### src/rtl/hero_write_rx.sv
// Receive end of the hero write bus: qualifies beats, delimits VALID* DONE transactions,
// buffers admitted beats and streams them out. Optional HERO_WRITE_RX_BYPASS_EN: empty-FIFO bypass.
module hero_write_rx #(
    parameter int HERO_WIDTH = 36,
    parameter int MAX_BEATS  = 4,
    parameter int FIFO_DEPTH = 8
) (
    input  logic                            clk,
    input  logic                            rst,
    input  logic [HERO_WIDTH+9:0]           hero_wr,
    output logic                            out_vld,
    input  logic                            out_rdy,
    output logic [HERO_WIDTH-1:0]           out_wdat,
    output logic [6:0]                      out_sub,
    output logic                            out_last,
    output logic [$clog2(MAX_BEATS)-1:0]    out_beat_idx,
    output logic [$clog2(FIFO_DEPTH+1)-1:0] fifo_level,
    output logic                            err_ovfl,
    output logic                            err_len,
    output logic                            err_illegal,
    output logic [15:0]                     xact_cnt,
    output logic [15:0]                     drop_cnt
);
    localparam int IDX_W = $clog2(MAX_BEATS);
    localparam int LVL_W = $clog2(FIFO_DEPTH + 1);
    localparam int PTR_W = (FIFO_DEPTH > 1) ? $clog2(FIFO_DEPTH) : 1;
    localparam int ENT_W = 1 + IDX_W + 7 + HERO_WIDTH;

    typedef enum logic [1:0] {IDLE, ACCEPT, DROP} state_t;

    state_t                 state_q, state_d;
    logic [IDX_W-1:0]       beat_cnt_q, beat_cnt_d;
    logic [LVL_W-1:0]       level_q, level_d;
    logic [PTR_W-1:0]       wr_ptr_q, wr_ptr_d, rd_ptr_q, rd_ptr_d;
    logic                   err_ovfl_q, err_ovfl_d;
    logic                   err_len_q, err_len_d;
    logic                   err_illegal_q, err_illegal_d;
    logic [15:0]            xact_cnt_q, xact_cnt_d;
    logic [15:0]            drop_cnt_q, drop_cnt_d;
    logic [ENT_W-1:0]       mem_q [FIFO_DEPTH];

    logic [1:0]             cyc_type;
    logic                   clk_en;
    logic                   is_valid, is_done, is_beat, admit;
    logic                   push, w_last, bypass, fifo_wr, pop;
    logic [IDX_W-1:0]       w_idx;
    logic [ENT_W-1:0]       w_entry, out_entry;

    assign cyc_type = hero_wr[HERO_WIDTH+9:HERO_WIDTH+8];
    assign clk_en   = hero_wr[0];
    assign is_valid = clk_en && (cyc_type == 2'd1);
    assign is_done  = clk_en && (cyc_type == 2'd2);
    assign is_beat  = is_valid || is_done;
    // Reserve a full transaction's worth of space up front so an admitted one never overflows.
    assign admit    = (LVL_W'(FIFO_DEPTH) - level_q) >= LVL_W'(MAX_BEATS);

    always_comb begin
        state_d       = state_q;
        beat_cnt_d    = beat_cnt_q;
        push          = 1'b0;
        w_last        = 1'b0;
        w_idx         = '0;
        err_ovfl_d    = 1'b0;
        err_len_d     = 1'b0;
        err_illegal_d = clk_en && (cyc_type == 2'd3);
        xact_cnt_d    = xact_cnt_q;
        drop_cnt_d    = drop_cnt_q;
        case (state_q)
            IDLE: begin
                if (is_beat) begin
                    if (admit) begin
                        push = 1'b1;
                        if (is_done) begin
                            w_last     = 1'b1;
                            xact_cnt_d = xact_cnt_q + 16'd1;
                        end else begin
                            beat_cnt_d = IDX_W'(1);
                            state_d    = ACCEPT;
                        end
                    end else begin
                        err_ovfl_d = 1'b1;
                        drop_cnt_d = drop_cnt_q + 16'd1;
                        if (is_valid) state_d = DROP;
                    end
                end
            end
            ACCEPT: begin
                if (is_done) begin
                    push       = 1'b1;
                    w_last     = 1'b1;
                    w_idx      = beat_cnt_q;
                    xact_cnt_d = xact_cnt_q + 16'd1;
                    beat_cnt_d = '0;
                    state_d    = IDLE;
                end else if (is_valid) begin
                    push  = 1'b1;
                    w_idx = beat_cnt_q;
                    if (beat_cnt_q == IDX_W'(MAX_BEATS - 1)) begin
                        w_last     = 1'b1;
                        err_len_d  = 1'b1;
                        xact_cnt_d = xact_cnt_q + 16'd1;
                        beat_cnt_d = '0;
                        state_d    = DROP;
                    end else begin
                        beat_cnt_d = beat_cnt_q + IDX_W'(1);
                    end
                end
            end
            DROP: begin
                if (is_done) state_d = IDLE;
            end
            default: state_d = IDLE;
        endcase
    end

    assign w_entry = {w_last, w_idx, hero_wr[7:1], hero_wr[HERO_WIDTH+7:8]};

`ifdef HERO_WRITE_RX_BYPASS_EN
    assign bypass = push && (level_q == '0) && out_rdy;
`else
    assign bypass = 1'b0;
`endif

    assign fifo_wr = push && !bypass;
    assign pop     = (level_q != '0) && out_rdy;

    always_comb begin
        wr_ptr_d = wr_ptr_q;
        rd_ptr_d = rd_ptr_q;
        if (fifo_wr) wr_ptr_d = (wr_ptr_q == PTR_W'(FIFO_DEPTH - 1)) ? '0 : wr_ptr_q + PTR_W'(1);
        if (pop)     rd_ptr_d = (rd_ptr_q == PTR_W'(FIFO_DEPTH - 1)) ? '0 : rd_ptr_q + PTR_W'(1);
        level_d = level_q + LVL_W'(fifo_wr) - LVL_W'(pop);
    end

    // Data outputs are forced to zero while nothing is presented.
    always_comb begin
        out_entry = '0;
        if (bypass)              out_entry = w_entry;
        else if (level_q != '0)  out_entry = mem_q[rd_ptr_q];
    end

    assign out_vld      = bypass || (level_q != '0);
    assign out_wdat     = out_entry[HERO_WIDTH-1:0];
    assign out_sub      = out_entry[HERO_WIDTH+6:HERO_WIDTH];
    assign out_beat_idx = out_entry[HERO_WIDTH+7+IDX_W-1:HERO_WIDTH+7];
    assign out_last     = out_entry[ENT_W-1];
    assign fifo_level   = level_q;
    assign err_ovfl     = err_ovfl_q;
    assign err_len      = err_len_q;
    assign err_illegal  = err_illegal_q;
    assign xact_cnt     = xact_cnt_q;
    assign drop_cnt     = drop_cnt_q;

    always_ff @(posedge clk) begin
        if (rst) begin
            state_q       <= IDLE;
            beat_cnt_q    <= '0;
            level_q       <= '0;
            wr_ptr_q      <= '0;
            rd_ptr_q      <= '0;
            err_ovfl_q    <= 1'b0;
            err_len_q     <= 1'b0;
            err_illegal_q <= 1'b0;
            xact_cnt_q    <= '0;
            drop_cnt_q    <= '0;
        end else begin
            state_q       <= state_d;
            beat_cnt_q    <= beat_cnt_d;
            level_q       <= level_d;
            wr_ptr_q      <= wr_ptr_d;
            rd_ptr_q      <= rd_ptr_d;
            err_ovfl_q    <= err_ovfl_d;
            err_len_q     <= err_len_d;
            err_illegal_q <= err_illegal_d;
            xact_cnt_q    <= xact_cnt_d;
            drop_cnt_q    <= drop_cnt_d;
        end
    end

    always_ff @(posedge clk) begin
        if (fifo_wr) mem_q[wr_ptr_q] <= w_entry;
    end
endmodule

### config.mk
export PLATFORM = sky130hd
export DESIGN_NAME = hero_write_rx
export DESIGN_NICKNAME = d
export VERILOG_FILES = /design/src/rtl/hero_write_rx.sv
export SDC_FILE = /design/constraint.sdc
export NUM_CORES = 1
export LEC_CHECK = 0
export CAP_MARGIN = 40
export CORE_MARGIN = 1.5
export CORE_UTILIZATION = 35
export CTS_BUF_LIST = sky130_fd_sc_hd__clkbuf_8 sky130_fd_sc_hd__clkbuf_16
export CTS_CLUSTER_SIZE = 25
export DETAILED_ROUTE_END_ITERATION = 10
export PLACE_DENSITY = 0.58
export SYNTH_ARGS = -nofsm -noshare
export SYNTH_HDL_FRONTEND = slang
export SYNTH_SLANG_ARGS = --single-unit
### constraint.sdc
create_clock -name clk -period 7.3 [get_ports clk]
set_input_delay 0.73 -clock clk [delete_from_list [all_inputs] [get_ports clk]]
set_output_delay 0.73 -clock clk [all_outputs]
set_load 0.02 [all_outputs]
### Word-level counts from Yosys, hierarchy flattened

Memories as Yosys holds them, arrays and structs flattened. A register that Yosys moved wholly into a read port is not among the register bits.
Cells that the tools add are included.

* reduce and logical (&&, ||, !) cells: 14
* $lt $le $gt $ge: 1
* divide/modulo/power cells: 0
* add/subtract/negate cells: 8
* bitwise operators: 4
* multipliers: 0
* mux-type cells: 45
* eq/ne operators: 17
* shifts and indexed selects: 0

Operators by type and width (count)
* 2-to-1 mux 16 bit: 6
* 2-to-1 mux 46 bit: 1
* adder 16 x 1 -> 16 bit, second input constant: 2
* 2-to-1 mux 2 bit: 16
* one-hot mux 16 bit (2 select lines): 1
* 2-to-1 mux 1 bit: 13
* 2-to-1 mux 3 bit: 4
* != test 3 bit, second input constant: 4
* AND reduction 6 bit: 2
* != test 2 bit, second input constant: 5
* equality test 2 bit, second input constant: 4
* adder 3 x 1 -> 3 bit, second input constant: 2
* equality test 3 bit, second input constant: 2
* one-hot mux 2 bit (3 select lines): 1
* OR reduction 3 bit: 2
* AND reduction 5 bit: 1
* adder 4 x 1 -> 4 bit: 1
* equality test 2 x 1 -> 1 bit, second input constant: 2
* greater-or-equal comparator 4 x 3 -> 1 bit, second input constant: 1
* logical AND 1 bit: 4
* inverter 1 bit: 4
* one-hot mux 1 bit (2 select lines): 2
* one-hot mux 2 bit (2 select lines): 1
* nonzero test 4 bit: 1
* other kinds (7): 7

* input bits: 49
* bits in latches: 0
* bits in registers: 49
* output and inout bits: 86
* RAM bits: 368
* memory bits (read-only): 0
* word-level logic and storage cells: 100
* memories kept: 1

Memory list
* mem_q: depth 8, bits a word 46, read ports 1, clocked after Yosys merged registers in 1, write ports 1, RTL line 40 `logic [ENT_W-1:0] mem_q [FIFO_DEPTH];`

### Logic depth before layout (Yosys ltp)

* word-level depth: 7
* mapped depth: 14

### Worst setup path before layout

Ideal clock, no wire load.

* kind: input -> register
* start point: input port hero_wr[45]
* end point: memory mem_q[2][0] in the netlist's numbering, enable pin
* setup time: 0.580 ns
* setup slack: 0.151 ns
* data required time: 6.720 ns
* cell stages on the path: 6
* arrival time: 6.569 ns
* cells stage by stage: clkbuf_1 > nand2b_1 > a21oi_1 > o211ai_1 > buf_2 > nor4b_1

* longest elaborated chain between the ends: 7

RTL lines
* start, declared: RTL line 10 `input logic [HERO_WIDTH+9:0] hero_wr,`
* equality test 2 x 1 -> 1 bit or equality test 2 bit (tied branches): RTL line 51, 52
* logical AND 1 bit (on tied branches): RTL line 51, 52
* 2-to-1 mux 1 bit or logical OR 1 bit (tied branches): RTL line 95, 53
* 2-to-1 mux 1 bit (on tied branches): RTL line 88, 70
* one-hot mux 1 bit (2 select lines) (*): RTL line 68 `case (state_q)`
* 2-to-1 mux 1 bit (*): RTL line 181 `if (fifo_wr) mem_q[wr_ptr_q] <= w_entry;`
* 2-to-1 mux 1 bit (implied by the code) (*): RTL line 181
* end, declared: RTL line 40

Mark *: on every way between the ends. The rest lies on a longest branch, timed or not.

==> summary.txt <==
Outcome
  • Status: finished with violations
  • Failing checks: design-rule violations

Detailed routing
  • Routed vias: between 8000 and 9000
  • Via/cell ratio: about 5.1
  • Final WL: about 35 mm
  • Initial drt markers: between 500 and 600
  • Number of routed nets with antenna violations: 0
  • Routed len/inst: between 20 and 25 microns
  • DRT Pass-1 Iters: 10
  • Post-route DRC: 6

Yosys
  • Number of flops mapped to enable cells by yosys: about 370
  • Post-synthesis compound-gate area fraction: around 3%
  • Synth Flop Type: edfxtp_1
  • Asr flop ratio synth: 0%
  • Post-synthesis mux area share: between 15 and 20%
  • FF+latch count, synth: 420
  • Largest family of logic cells by synthesized area: multiplexers
  • Mapped Area: 16600 sq um
  • Syn Nets: 965
  • Post-synthesis simple-gate area fraction: 5.56%
  • Post-Synth XOR/XNOR Area: less than 1%
  • Distinct cells, synth: 50
  • Synth Area in Adders: roughly 1.1%
  • Syn_area_per_cell: 18.4 sq um
  • Yosys warns: 0
  • Cells after synthesis: about 900
  • Sequential fraction of the synthesis area: 72.9%

Final layout
  • Final core occ: about 43%
  • Ant diodes: 0
  • P&R area growth vs syn: 21.9%
  • Nets@finish: ~1100
  • Non-filler cells, final: about 1700
  • Fraction of layout cells with a size suffix above 1: between 10% and 20%

Clocking
  • Clk buf depth: 3
  • Reg clk slew, reported paths: ~60 ps
  • CTS root buf: clkbuf_16
  • # resized after CTS: 0
  • CTS Buf Count: 45
  • CTS H-tree lvls: 2
  • Hold Buf Count CTS: 0
  • Clk Latency, worst-skew pair: approximately 570 ps
  • Clock Sinks: 420
  • Post-CTS setup buffers: 0
  • CTS tree: built

Worst setup path
  • Critical path buffer and inverter count: 3
  • CP startpoint kind: flip-flop
  • Slowest cell on the critical path: clkdlybuf4s50_1
  • Critical path capture point type: output pin
  • Kind of critical path: flip-flop to output pin
  • CP cell instances: buf_16, buf_4, mux4_2, mux2i_1, nor2_1, clkdlybuf4s50_1
  • CP delay by family, top: buffers and inverters
  • Slowest stage delay, CP: 570 ps
  • Data arrival, critical path: 3280 ps
  • Crit path max fanout: 35
  • Critical Path RT: ~6600 ps

STA
  • Final Hold Fails: 0
  • Clk_skew: roughly 13 ps
  • Slew headroom: between 40% and 50%
  • Unrepaired setup endpoints after global routing: no
  • Final Slew Violations: 0
  • Crit path time final: 4010 ps
  • Final period util: a little over half
  • Max Clock Freq: roughly 250 MHz
  • Setup violators final: 0
  • Setup TNS: 0 ps
  • Actual slew at the worst max-slew pin: 816 ps

Power
  • Switching share of total power: between 20% and 30%
  • Leak: ~6.2 nW
  • Seq pwr share: approximately 43%
  • Clock group share of total power: around 33%
  • Pwr/cell area: between 300 and 400 nW/um^2
  • Comb pwr share: about a quarter
  • Switching power: approximately 1.8 mW
  • Int Power: around 4.7 mW
  • Peak VDD IR: between 150 and 200 uV

GRT
  • Vias in the first global route: just over 9000
  • GRT busiest layer: met2
  • GR Layer Usage met2: 24.6%
  • Total GRT Usage: between 10% and 20%
  • GRT met3 Usage: under 10%
  • First-pass GRT wire length: 54.3 mm
  • GR Util met1: 19.9%
  • Initial antenna violation count: 0
  • GRT Residual Overflow: 0
  • Largest net degree at the start of global routing: 48

Die
  • Die Height: between 200 and 250 microns
  • Die area: around 49000 sq um
  • Total core area: around 47000 sq um
  • Row count: 79
  • Die X: 221 microns
  • I/O pins: roughly 140
  • Initial Util: between 30 and 40%

Placement
  • Post-DP HPWL: slightly below 20 mm
  • Gpl congestion: 0.723
  • Post-Place Cells: 1624
  • Port Buffers: between 100 and 150

Run
  • Max_cap viols: 0

Worst hold path
  • Hold WC Path Type: flip-flop to flip-flop
cells in the mapped netlist, types with 11 or more instances:
cell      instances  area share, %
dfxtp_1          52            6.3
o31ai_1          11           0.50
ha_1             13           0.98
mux4_2           92             12
or3_1            20           0.75
buf_2            11           0.33
or4_1            12           0.54
nor2_1           66            1.5
a21oi_1          39            1.2
mux2i_1          50            3.0
clkbuf_1         25           0.57
inv_1            14           0.32
edfxtp_1        368             67
nand2_1          20           0.45
o21ai_0          17           0.51
cell type report:
cell class / count / area, sq um
Multi-Input combinational cell: 422 / 4290
Inverter: 14 / 52.6
Sequential cell: 420 / 12100
Clock inverter: 32 / 229
Clock buffer: 47 / 1160
Fill cell: 4170 / 26400
Timing Repair Buffer: 161 / 1610
Tap cell: 607 / 759
per-layer routing:
layer  vias up  wire length, microns
met5         -                     0
met4         0                   507
met3        39                  2000
met2       204                 17100
met1      4473                 15700
li1       3975                     -
worst reg2reg max path: cells and delay by family (launching register included):
family | cells | cell delay (ps)
AOI/OAI and AO/OA | 2 | 380
adders and majority gates | 4 | 1100
buffers and inverters | 3 | 450
DFF | 1 | 450
and+or+nand+nor | 2 | 580
worst paths after layout:
kind / depth (start not counted) / from / to / slack [ps]
worst max-delay path: 6 / flip-flop / out_wdat[21] / 3290
worst min-delay path: 2 / rd_ptr_q[1] / flip-flop / 480
worst max register to register: 11 / fifo_level[1] / fifo_level[1] / 4210
worst min register to register: 2 / rd_ptr_q[1] / flip-flop / 480
cell families (layout without fill, tap and decap cells):
family,after synthesis,count (layout)
compound gates,83,83
xor+xnor,8,8
fa+ha+maj,14,14
buf+inv,60,254
flops,420,420
mux,142,142
simple gates,175,175
cells in the final DEF (no fill, tap or decap), drive strengths merged, types with 18 or more instances in the layout:
cell             n
edfxtp         368
clkdlybuf4s50  133
mux4            92
nor2            66
dfxtp           52
mux2i           50
clkbuf          47
a21oi           39
buf             28
inv             27
nand2           20
or3             20
o21ai           18
state kept, by name, summed over array words and instances, names as in the netlist, named ones only:
| signal | cells |
|---|---|
| rd_ptr_q | 3 |
| mem_q | 368 |
| err_illegal | 1 |
| fifo_level | 4 |
| err_ovfl | 1 |
| err_len | 1 |
| drop_cnt | 16 |
| xact_cnt | 16 |
| wr_ptr_q | 3 |
| beat_cnt_q | 2 |
| state_q | 2 |
power by group through the flow:
stage / clock network [mW] / registers [mW] / logic [mW]
after CTS: 2.21 / 2.77 / 1.57
after detailed placement: 0 / 2.82 / 1.57
after floorplan: 0 / 2.80 / 0.960
after global routing: 2.30 / 2.78 / 1.67
after global placement: 0 / 2.88 / 1.48
final: 2.14 / 2.77 / 1.53
stage by stage:
step / instance area, sq um / total power [mW] / hold WS (ps) / setup slack [ps]
global placement: 18700 / 4.36 / 461 / 3470
floorplan: 16600 / 3.76 / 450 / 151
CTS: 20200 / 6.55 / 480 / 3140
detailed placement: 18800 / 4.39 / 466 / 3690
finish: 20200 / 6.44 / 480 / 3290
global route: 20200 / 6.75 / 511 / 2990
(Power assumes the default switching activity.)
